## config.mk

```make
export PLATFORM = sky130hd
export DESIGN_NAME = fp_mult_pipe
export DESIGN_NICKNAME = d
export VERILOG_FILES = /design/src/rtl/fp_mult_pkg.sv /design/src/rtl/fp_delay_line.sv /design/src/rtl/fp_mult_pipe.sv
export SDC_FILE = /design/constraint.sdc
export NUM_CORES = 2
export LEC_CHECK = 0
export CAP_MARGIN = 30
export CELL_PAD_IN_SITES_DETAIL_PLACEMENT = 1
export CELL_PAD_IN_SITES_GLOBAL_PLACEMENT = 1
export CORE_UTILIZATION = 43
export DETAILED_ROUTE_END_ITERATION = 12
export PLACE_DENSITY = 0.84
export SYNTH_ARGS = -nofsm -noshare
export SYNTH_HDL_FRONTEND = slang
export SYNTH_SLANG_ARGS = --single-unit
```

## constraint.sdc

```tcl
create_clock -name clock -period 15.9 [get_ports clock]
set_clock_uncertainty 0.05 [all_clocks]
set_input_delay 3.975 -clock clock [delete_from_list [all_inputs] [get_ports clock]]
set_output_delay 3.975 -clock clock [all_outputs]
set_load 0.05 [all_outputs]
```

## src/rtl/fp_mult_pkg.sv

```systemverilog
// Shared types and constant helpers for the pipelined floating-point multiplier.
// Geometry-independent definitions only; width-dependent payloads are built on top of op_ctl_t.
package fp_mult_pkg;

  localparam int FP_MAX_W = 128;

  localparam int FLAG_INVALID   = 3;
  localparam int FLAG_OVERFLOW  = 2;
  localparam int FLAG_UNDERFLOW = 1;
  localparam int FLAG_INEXACT   = 0;

  typedef enum logic [1:0] {
    KIND_NORM,
    KIND_ZERO,
    KIND_INF,
    KIND_NAN
  } kind_t;

  // Control fields common to every stage payload
  typedef struct packed {
    logic  valid;
    logic  sign;
    kind_t kind;
    logic  invalid;
  } op_ctl_t;

  function automatic int fp_word_w(input int exp_w, input int man_w);
    return 1 + exp_w + man_w;
  endfunction

  function automatic int fp_bias(input int exp_w);
    return (1 << (exp_w - 1)) - 1;
  endfunction

  function automatic logic [FP_MAX_W-1:0] fp_inf(input int exp_w, input int man_w);
    return ((FP_MAX_W'(1) << exp_w) - FP_MAX_W'(1)) << man_w;
  endfunction

  function automatic logic [FP_MAX_W-1:0] fp_qnan(input int exp_w, input int man_w);
    return fp_inf(exp_w, man_w) | (FP_MAX_W'(1) << (man_w - 1));
  endfunction

endpackage

```

## src/rtl/fp_delay_line.sv

```systemverilog
// Register chain of DEPTH stages with clock enable and synchronous clear; DEPTH=0 is a wire.
// Latency DEPTH enabled cycles; ce=0 freezes every stage.
module fp_delay_line #(
  parameter int WIDTH = 8,
  parameter int DEPTH = 4
) (
  input  logic             clock,
  input  logic             reset,
  input  logic             ce,
  input  logic [WIDTH-1:0] din,
  output logic [WIDTH-1:0] dout
);

  if (DEPTH == 0) begin : gen_pass
    assign dout = din;
  end else begin : gen_pipe
    logic [WIDTH-1:0] stage [DEPTH];

    always_ff @(posedge clock) begin
      if (reset) begin
        for (int i = 0; i < DEPTH; i++) stage[i] <= '0;
      end else if (ce) begin
        stage[0] <= din;
        for (int i = 1; i < DEPTH; i++) stage[i] <= stage[i-1];
      end
    end

    assign dout = stage[DEPTH-1];
  end

endmodule

```

## src/rtl/fp_mult_pipe.sv

```systemverilog
// IEEE-754 multiplier: unpack, multiply, normalise, RNE round/pack, then EXTRA_DELAY registers.
// Latency 4+EXTRA_DELAY enabled cycles; one op per enabled cycle; ce=0 stalls the whole pipe.
module fp_mult_pipe
  import fp_mult_pkg::*;
#(
  parameter int EXP_W       = 8,
  parameter int MAN_W       = 23,
  parameter int EXTRA_DELAY = 4,
  parameter int TAG_W       = 4,
  localparam int W          = fp_word_w(EXP_W, MAN_W)
) (
  input  logic             clock,
  input  logic             reset,
  input  logic             ce,
  input  logic             in_valid,
  input  logic [W-1:0]     a,
  input  logic [W-1:0]     b,
  input  logic [TAG_W-1:0] in_tag,
  output logic             out_valid,
  output logic [W-1:0]     product,
  output logic [TAG_W-1:0] out_tag,
  output logic [3:0]       flags
);

  localparam int SIG_W  = MAN_W + 1;
  localparam int PROD_W = 2 * SIG_W;
  localparam int XE_W   = EXP_W + 2;
  localparam int DL_W   = 1 + TAG_W + 4 + W;

  localparam logic [XE_W-1:0] BIAS_X  = XE_W'(fp_bias(EXP_W));
  localparam logic [XE_W-1:0] EMAX_X  = XE_W'((1 << EXP_W) - 1);
  localparam logic [W-1:0]    QNAN    = W'(fp_qnan(EXP_W, MAN_W));
  localparam logic [W-2:0]    INF_MAG = (W-1)'(fp_inf(EXP_W, MAN_W));

  typedef struct packed {
    op_ctl_t          ctl;
    logic [TAG_W-1:0] tag;
    logic [XE_W-1:0]  exp;
    logic [SIG_W-1:0] sig_a;
    logic [SIG_W-1:0] sig_b;
  } s1_t;

  typedef struct packed {
    op_ctl_t           ctl;
    logic [TAG_W-1:0]  tag;
    logic [XE_W-1:0]   exp;
    logic [PROD_W-1:0] prod;
  } s2_t;

  // Normalised significand with the hidden one dropped
  typedef struct packed {
    op_ctl_t           ctl;
    logic [TAG_W-1:0]  tag;
    logic [XE_W-1:0]   exp;
    logic [PROD_W-2:0] frac;
  } s3_t;

  s1_t s1_d, s1_q;
  s2_t s2_d, s2_q;
  s3_t s3_d, s3_q;

  logic [EXP_W-1:0] exp_a, exp_b;
  logic [MAN_W-1:0] frac_a, frac_b;
  logic             zero_a, zero_b, inf_a, inf_b, nan_a, nan_b, snan_a, snan_b;

  assign exp_a  = a[W-2:MAN_W];
  assign exp_b  = b[W-2:MAN_W];
  assign frac_a = a[MAN_W-1:0];
  assign frac_b = b[MAN_W-1:0];

  // Subnormals classify as zero (exponent field zero regardless of fraction)
  always_comb begin
    zero_a = (exp_a == '0);
    zero_b = (exp_b == '0);
    inf_a  = (exp_a == '1) && (frac_a == '0);
    inf_b  = (exp_b == '1) && (frac_b == '0);
    nan_a  = (exp_a == '1) && (frac_a != '0);
    nan_b  = (exp_b == '1) && (frac_b != '0);
    snan_a = nan_a && !frac_a[MAN_W-1];
    snan_b = nan_b && !frac_b[MAN_W-1];

    s1_d             = '0;
    s1_d.ctl.valid   = in_valid;
    s1_d.ctl.sign    = a[W-1] ^ b[W-1];
    s1_d.tag         = in_tag;
    s1_d.exp         = {2'b00, exp_a} + {2'b00, exp_b} - BIAS_X;
    s1_d.sig_a       = {1'b1, frac_a};
    s1_d.sig_b       = {1'b1, frac_b};
    if (nan_a || nan_b) begin
      s1_d.ctl.kind    = KIND_NAN;
      s1_d.ctl.invalid = snan_a | snan_b;
    end else if ((inf_a && zero_b) || (zero_a && inf_b)) begin
      s1_d.ctl.kind    = KIND_NAN;
      s1_d.ctl.invalid = 1'b1;
    end else if (inf_a || inf_b) begin
      s1_d.ctl.kind    = KIND_INF;
    end else if (zero_a || zero_b) begin
      s1_d.ctl.kind    = KIND_ZERO;
    end else begin
      s1_d.ctl.kind    = KIND_NORM;
    end
  end

  always_ff @(posedge clock) begin
    if (reset)   s1_q <= '0;
    else if (ce) s1_q <= s1_d;
  end

  always_comb begin
    s2_d      = '0;
    s2_d.ctl  = s1_q.ctl;
    s2_d.tag  = s1_q.tag;
    s2_d.exp  = s1_q.exp;
    s2_d.prod = {{SIG_W{1'b0}}, s1_q.sig_a} * {{SIG_W{1'b0}}, s1_q.sig_b};
  end

  always_ff @(posedge clock) begin
    if (reset)   s2_q <= '0;
    else if (ce) s2_q <= s2_d;
  end

  // Product of two [1,2) significands lies in [1,4): at most one right shift
  always_comb begin
    s3_d      = '0;
    s3_d.ctl  = s2_q.ctl;
    s3_d.tag  = s2_q.tag;
    s3_d.exp  = s2_q.exp + {{(XE_W-1){1'b0}}, s2_q.prod[PROD_W-1]};
    s3_d.frac = s2_q.prod[PROD_W-1] ? s2_q.prod[PROD_W-2:0]
                                    : {s2_q.prod[PROD_W-3:0], 1'b0};
  end

  always_ff @(posedge clock) begin
    if (reset)   s3_q <= '0;
    else if (ce) s3_q <= s3_d;
  end

  logic [MAN_W-1:0] mant;
  logic [MAN_W:0]   mant_r;
  logic [XE_W-1:0]  exp_r;
  logic             guard, sticky, rnd_up;
  logic [3:0]       flags_d;
  logic [W-1:0]     product_d;

  always_comb begin
    mant      = s3_q.frac[PROD_W-2 -: MAN_W];
    guard     = s3_q.frac[MAN_W];
    sticky    = |s3_q.frac[MAN_W-1:0];
    rnd_up    = guard & (sticky | mant[0]);
    mant_r    = {1'b0, mant} + {{MAN_W{1'b0}}, rnd_up};
    exp_r     = s3_q.exp + {{(XE_W-1){1'b0}}, mant_r[MAN_W]};
    flags_d   = '0;
    product_d = '0;
    case (s3_q.ctl.kind)
      KIND_NAN: begin
        product_d              = QNAN;
        flags_d[FLAG_INVALID]  = s3_q.ctl.invalid;
      end
      KIND_INF:  product_d = {s3_q.ctl.sign, INF_MAG};
      KIND_ZERO: product_d = {s3_q.ctl.sign, {(W-1){1'b0}}};
      default: begin
        if (!exp_r[XE_W-1] && (exp_r >= EMAX_X)) begin
          product_d               = {s3_q.ctl.sign, INF_MAG};
          flags_d[FLAG_OVERFLOW]  = 1'b1;
          flags_d[FLAG_INEXACT]   = 1'b1;
        end else if (exp_r[XE_W-1] || (exp_r == '0)) begin
          product_d               = {s3_q.ctl.sign, {(W-1){1'b0}}};
          flags_d[FLAG_UNDERFLOW] = 1'b1;
          flags_d[FLAG_INEXACT]   = 1'b1;
        end else begin
          product_d               = {s3_q.ctl.sign, exp_r[EXP_W-1:0], mant_r[MAN_W-1:0]};
          flags_d[FLAG_INEXACT]   = guard | sticky;
        end
      end
    endcase
    if (!s3_q.ctl.valid) flags_d = '0;
  end

  logic             s4_valid;
  logic [TAG_W-1:0] s4_tag;
  logic [3:0]       s4_flags;
  logic [W-1:0]     s4_product;

  always_ff @(posedge clock) begin
    if (reset) begin
      s4_valid   <= 1'b0;
      s4_tag     <= '0;
      s4_flags   <= '0;
      s4_product <= '0;
    end else if (ce) begin
      s4_valid   <= s3_q.ctl.valid;
      s4_tag     <= s3_q.tag;
      s4_flags   <= flags_d;
      s4_product <= product_d;
    end
  end

  logic [DL_W-1:0] dl_out;

  fp_delay_line #(
    .WIDTH (DL_W),
    .DEPTH (EXTRA_DELAY)
  ) u_align (
    .clock (clock),
    .reset (reset),
    .ce    (ce),
    .din   ({s4_valid, s4_tag, s4_flags, s4_product}),
    .dout  (dl_out)
  );

  assign {out_valid, out_tag, flags, product} = dl_out;

endmodule
```

== After elaboration in Yosys (flattened, before gate mapping) ==
Memories as Yosys holds them, arrays and structs flattened.
Index checks and enable logic that the tools add are counted.
Word-level totals
  memories kept: 1
  RAM bits: 164
  bits in registers: 241
  input port bits: 72
  output and inout bits: 41
  logic and storage cells: 100
Cells by class
  bitwise logic cells: 9
  multiplexer cells: 26
  reductions and logical operators: 26
  add/sub/neg operators: 5
  order comparisons: 1
  eq/ne operators: 5
  $mul: 1
Memory list
  u_align.gen_pipe.stage: depth 4, bits a word 41, read ports 4, clocked after memory_dff 0, write ports 4, RTL line fp_delay_line.sv:17  | logic [WIDTH-1:0] stage [DEPTH];
Operators by type and width (count)
  $mux 41: 4
  $pmux 32 s3: 1
  $mux 31: 2
  $mul 24x24->48: 1
  $mux 47: 1
  $logic_not 23->1: 2
  $reduce_bool 23->1: 2
  $add 23x1->24: 1
  $reduce_or 23->1: 1
  $add 10x1->10: 2
  $eq 8x8->1 const B: 2
  $logic_not 8->1: 2
  $mux 1: 13
  $ge 10x8->1 const B: 1
  $logic_not 10->1: 1
  $sub 9x7->10 const B: 1
  $add 8x8->9: 1
  $logic_and 1x1->1: 9
  $or 1x1->1: 7
  $mux 3: 2
  $logic_or 1x1->1: 5
  $eq 2x2->1 const B: 2
  $mux 2: 2
  $mux 4: 1
  other kinds (5): 7

== Longest topological paths before layout ==
  depth in word-level cells: 11
  gate-level depth with buffers: 26
  gate-level depth less buffers: 25

== Hierarchy ==
From an unflattened synthesis, not the netlist that was laid out.
Second synthesis, totals
  cell total of the unflattened synthesis: 3635
  area, all modules: 35810.6 um2
By module, submodules not included
  fp_mult_pipe: cells each 3270, instances 1, area each 29250.6 um2
  fp_delay_line: cells each 365, instances 1, area each 6560.0 um2

== Least setup slack after synthesis ==
No wires, ideal clock.
  kind: input port to flip-flop
  start: input ce
  end: memory u_align.gen_pipe.stage[0][0] in the netlist's numbering (enable)
  cell stages on the path: 4
  arrival time: 7644 ps
  setup slack: 7691 ps
  cells stage by stage: clkbuf_1 nor2_2 clkbuf_1 inv_1
RTL lines
  from (decl): RTL line fp_mult_pipe.sv:14  | input logic ce,
  to (decl): RTL line fp_delay_line.sv:17

== Worst setup path in the final report ==
  start: register s1_q[36] in the netlist's numbering
  end: register s2_q[45] in the netlist's numbering
Between the ends
  longest elaborated chain between the ends: 1
RTL lines
  from (decl): RTL line fp_mult_pipe.sv:58  | s1_t s1_d, s1_q;
  from (signal assigned): RTL line fp_mult_pipe.sv:105  | if (reset) s1_q <= '0;
  from (signal assigned): RTL line fp_mult_pipe.sv:106  | else if (ce) s1_q <= s1_d;
  $mul 24x24->48: RTL line fp_mult_pipe.sv:114  | s2_d.prod = {{SIG_W{1'b0}}, s1_q.sig_a} * {{SIG_W{1'b0}}, s1_q.sig_b};
  to (signal assigned): RTL line fp_mult_pipe.sv:118  | if (reset) s2_q <= '0;
  to (signal assigned): RTL line fp_mult_pipe.sv:119  | else if (ce) s2_q <= s2_d;
  to (decl): RTL line fp_mult_pipe.sv:59  | s2_t s2_d, s2_q;
Every way passes these cells.
A chain may end at the register's enable or synchronous reset.

==> flow_metrics.tcl <==
set metrics [dict create \
    synth_ff_type "dfxtp_1" \
    synth-xor-area-share 0.0212 \
    ys_ff_latch 404 \
    fin_crit_sh 0.490 \
    fillers 8990 \
    drc 48 \
    ctsResizeCount 0 \
    ys_warn_count 0 \
    grt_max_degree 124 \
    area_delta_synth_final_pct 11.8 \
    fp.dieW_um 288 \
    seq_area_um2 9730 \
    hold_viol_final 0 \
    first_pass_iters 9 \
    multi_input_area_um2 22500 \
    mostFrequentLayoutCell "inv_1" \
    insertion_delay_ns 0.61 \
    post-route-min-period_ns 7.79 \
    cts_tree "yes" \
    syn-cell-area_um2 35100 \
    p_leak_nw 17.6 \
    drt_iter0_drc 1489 \
    final_area_um2 39200 \
    maxSlewViolCount 0 \
    rr_endpoint "s2_q[45]" \
    yosys.area_share.simple 0.175 \
    synth.avg_cell_area_um2 9.78 \
    synth_cells 3589 \
    crit_top_cell "fa_1" \
    root_buffer "clkbuf_16" \
    numCtsBuffers 46 \
    cp_max_fo 25 \
    path_cells "nand2_1 > fa_1 > fa_1 > inv_1 > fa_1 > fa_1 > fa_1 > fa_1 > inv_1 > fa_1 > inv_1 > ha_1 > a21oi_1 > o21ai_0 > or4_1 > a32o_1 > o21ai_0 > o21ai_1 > a31oi_1 > xor2_1 > o21ai_0" \
    synth.yosys.seq_area_share 0.277 \
    drt-total-wl_mm 98.6 \
    holdCritStartpoint "s4_product[3]" \
    ys_types 75 \
    antenna_left 0 \
    ctsHoldBuffers 0 \
    power_density_nw_per_um2 80.8 \
    synth_fa_ha_area_frac 0.345 \
    clock_sinks 404 \
    synth_compound_area_frac 0.0546 \
    wire_per_inst_um 20.9 \
    drive_above_1_share 0.0411 \
    r2r-start "s1_q[36]" \
    post-route-util 0.486 \
    design.die.area_um2 82800 \
    io_pins 113 \
    arrival_ns 8.21 \
    core_area_um2 80700 \
    cp-end-kind "register" \
    clock.fmax_mhz 128 \
    viasPerCell 5.32 \
    worst-r2r-cell-count 21 \
    finalSetupViolCount 0 \
    critPathBufInv 3 \
    path_clk_slew_ns 0.06 \
    core.rowCount 104 \
    grt-ovfl-total 0 \
    hold_depth 2 \
    synth_top_family_by_area "adder cells" \
    cts_setup_buffers 0 \
    fp.dieH_um 288 \
    synth_edf_count 164 \
    synthMuxAreaShare 0.0451 \
    antenna_found_initial 0 \
    crit_family "adder cells" \
    fin_tns_setup_ns 0 \
    portBuffers 112 \
    worstMarginPinSlew_ns 1.17 \
    crit_path_start_kind "register" \
    htreeDepth 2 \
    critPathKind "register to register" \
    ys_async_sr_fraction 0 \
    cts.path.max_buffers 3 \
    required_ns 16.32 \
    placed_area_um2 37600 \
    ir_drop_mv 0.0777 \
    dp_hpwl_mm 74.9 \
    hold_path_end "s4_product[3]" \
    rsz0062_at_grt "false" \
    grt_pass1_vias 28000 \
    globalplace.congestion 0.890 \
    vias 25100 \
    min_path_type "register to register" \
    initial_core_util 0.435 \
    grt_usage 0.242 \
    nets 4363 \
    violations "design-rule violations" \
    cpPeakStageDelay_ns 1.09 \
    r2r_slack_ns 8.11 \
    critical-path-slowest-cell "dfxtp_1" \
    status "complete, but fails checks" \
    grt_pass1_wl_mm 155 \
    layout_common_cells "inv_1, fa_1, and2_1" \
    maxCapViolCount 0 \
    slew_headroom 0.222 \
    synth_nets 4339 \
]
-- registers in the layout, indices dropped and copies added (netlist names) --
register / cells
mant: 23
s4_tag: 4
guard: 1
s4_flags: 4
s4_product: 32
u_align.gen_pipe.stage: 164
s4_valid: 1
s2_q: 67
s1_q: 66
s3_q: 42
-- report_power, final --
part           switching, mW  internal (mW)  total, mW
logic                  0.531          0.336      0.867
registers             0.0654           1.15       1.22
clock network          0.460          0.626       1.09
total                   1.06           2.11       3.17
-- tightest hold or removal path, cell delays in order, from the launching register on --
cell and delay [ns]:
dfxtp_1 0.32, nand2_1 0.04, o21ai_0 0.05
-- area by class of cell --
cell class | instances | share of cell area
flip-flops and latches | 404 | 0.248
well taps | 1060 | 0.0338
clock inverters | 26 | 0.00759
diodes | 1 | 0.0000638
inverters | 564 | 0.0541
repair buffers | 171 | 0.0518
clock buffers | 60 | 0.0317
multi-input cells | 2426 | 0.573
-- cells in the mapped netlist (all sizes together) (3+ instances only) --
library cell	number	area (µm²)
inv	564	2120
buf	15	95.1
nor3	13	65.1
o21a	3	22.5
fa	483	9670
a21o	27	205
a31oi	8	50.1
and2	474	2970
dfxtp	240	4800
nor2b	6	37.5
xor2	43	377
o21bai	8	60.1
edfxtp	164	4920
nor4	20	125
nand2b	9	56.3
xnor2	42	368
and3	14	88.8
and4	5	43.8
ha	195	2440
nand3	33	165
a211oi	68	510
nor2	222	841
o21ai	76	384
o31ai	4	43.8
nor4b	3	26.3
mux2i	158	1580
clkbuf	180	686
or4	6	45.0
a21oi	58	294
and2b	3	25.0
a221o	3	30.0
nand4	23	144
a22o	4	35.0
a211o	3	26.3
nand2	377	1420
-- per-layer routing --
metal / vias to the layer above / share of wire / wire length [µm] / track usage
met5: - / 0 / 0 / 0
met4: 0 / 0.034 / 3360 / 0.0851
met2: 871 / 0.49 / 48100 / 0.415
li1: 11300 / - / - / -
met1: 12700 / 0.41 / 40000 / 0.300
met3: 226 / 0.072 / 7140 / 0.0525
-- how the worst max path moves through the flow --
stage          startpoint                           end  slack (ns)  cells after the start
3_3_place_gp     s1_q[38]                      s2_q[45]        8.25                     23
4_1_cts          s1_q[33]                      s2_q[42]        8.10                     23
5_1_grt          s1_q[36]                      s2_q[47]        7.84                     23
6_report         s1_q[36]                      s2_q[45]        8.11                     21
3_5_place_dp     s1_q[33]                      s2_q[45]        8.11                     23
2_1_floorplan          ce  u_align.gen_pipe.stage[0][0]        7.69                      4
-- cells by family (layout without fill, tap and decap cells) --
group | after synthesis | count (layout)
and+or+nand+nor | 1218 | 1218
buffers and inverters | 759 | 821
adders and majority gates | 678 | 678
DFF | 404 | 404
AOI/OAI and AO/OA | 287 | 287
muxes | 158 | 158
xor gates and xnor gates | 85 | 85
other | 0 | 1
-- metrics by stage --
stage	setup WS, ns	hold slack (ns)	power, mW	instances
4_1_cts	8.10	0.396	3.19	4707
2_1_floorplan	7.69	0.367	1.80	3589
6_report	8.11	0.394	3.17	4712
5_1_grt	7.84	0.412	3.34	4711
3_3_place_gp	8.25	0.377	2.02	4591
3_5_place_dp	8.11	0.387	2.10	4621
Note: power is estimated with default switching activity, not from simulation.
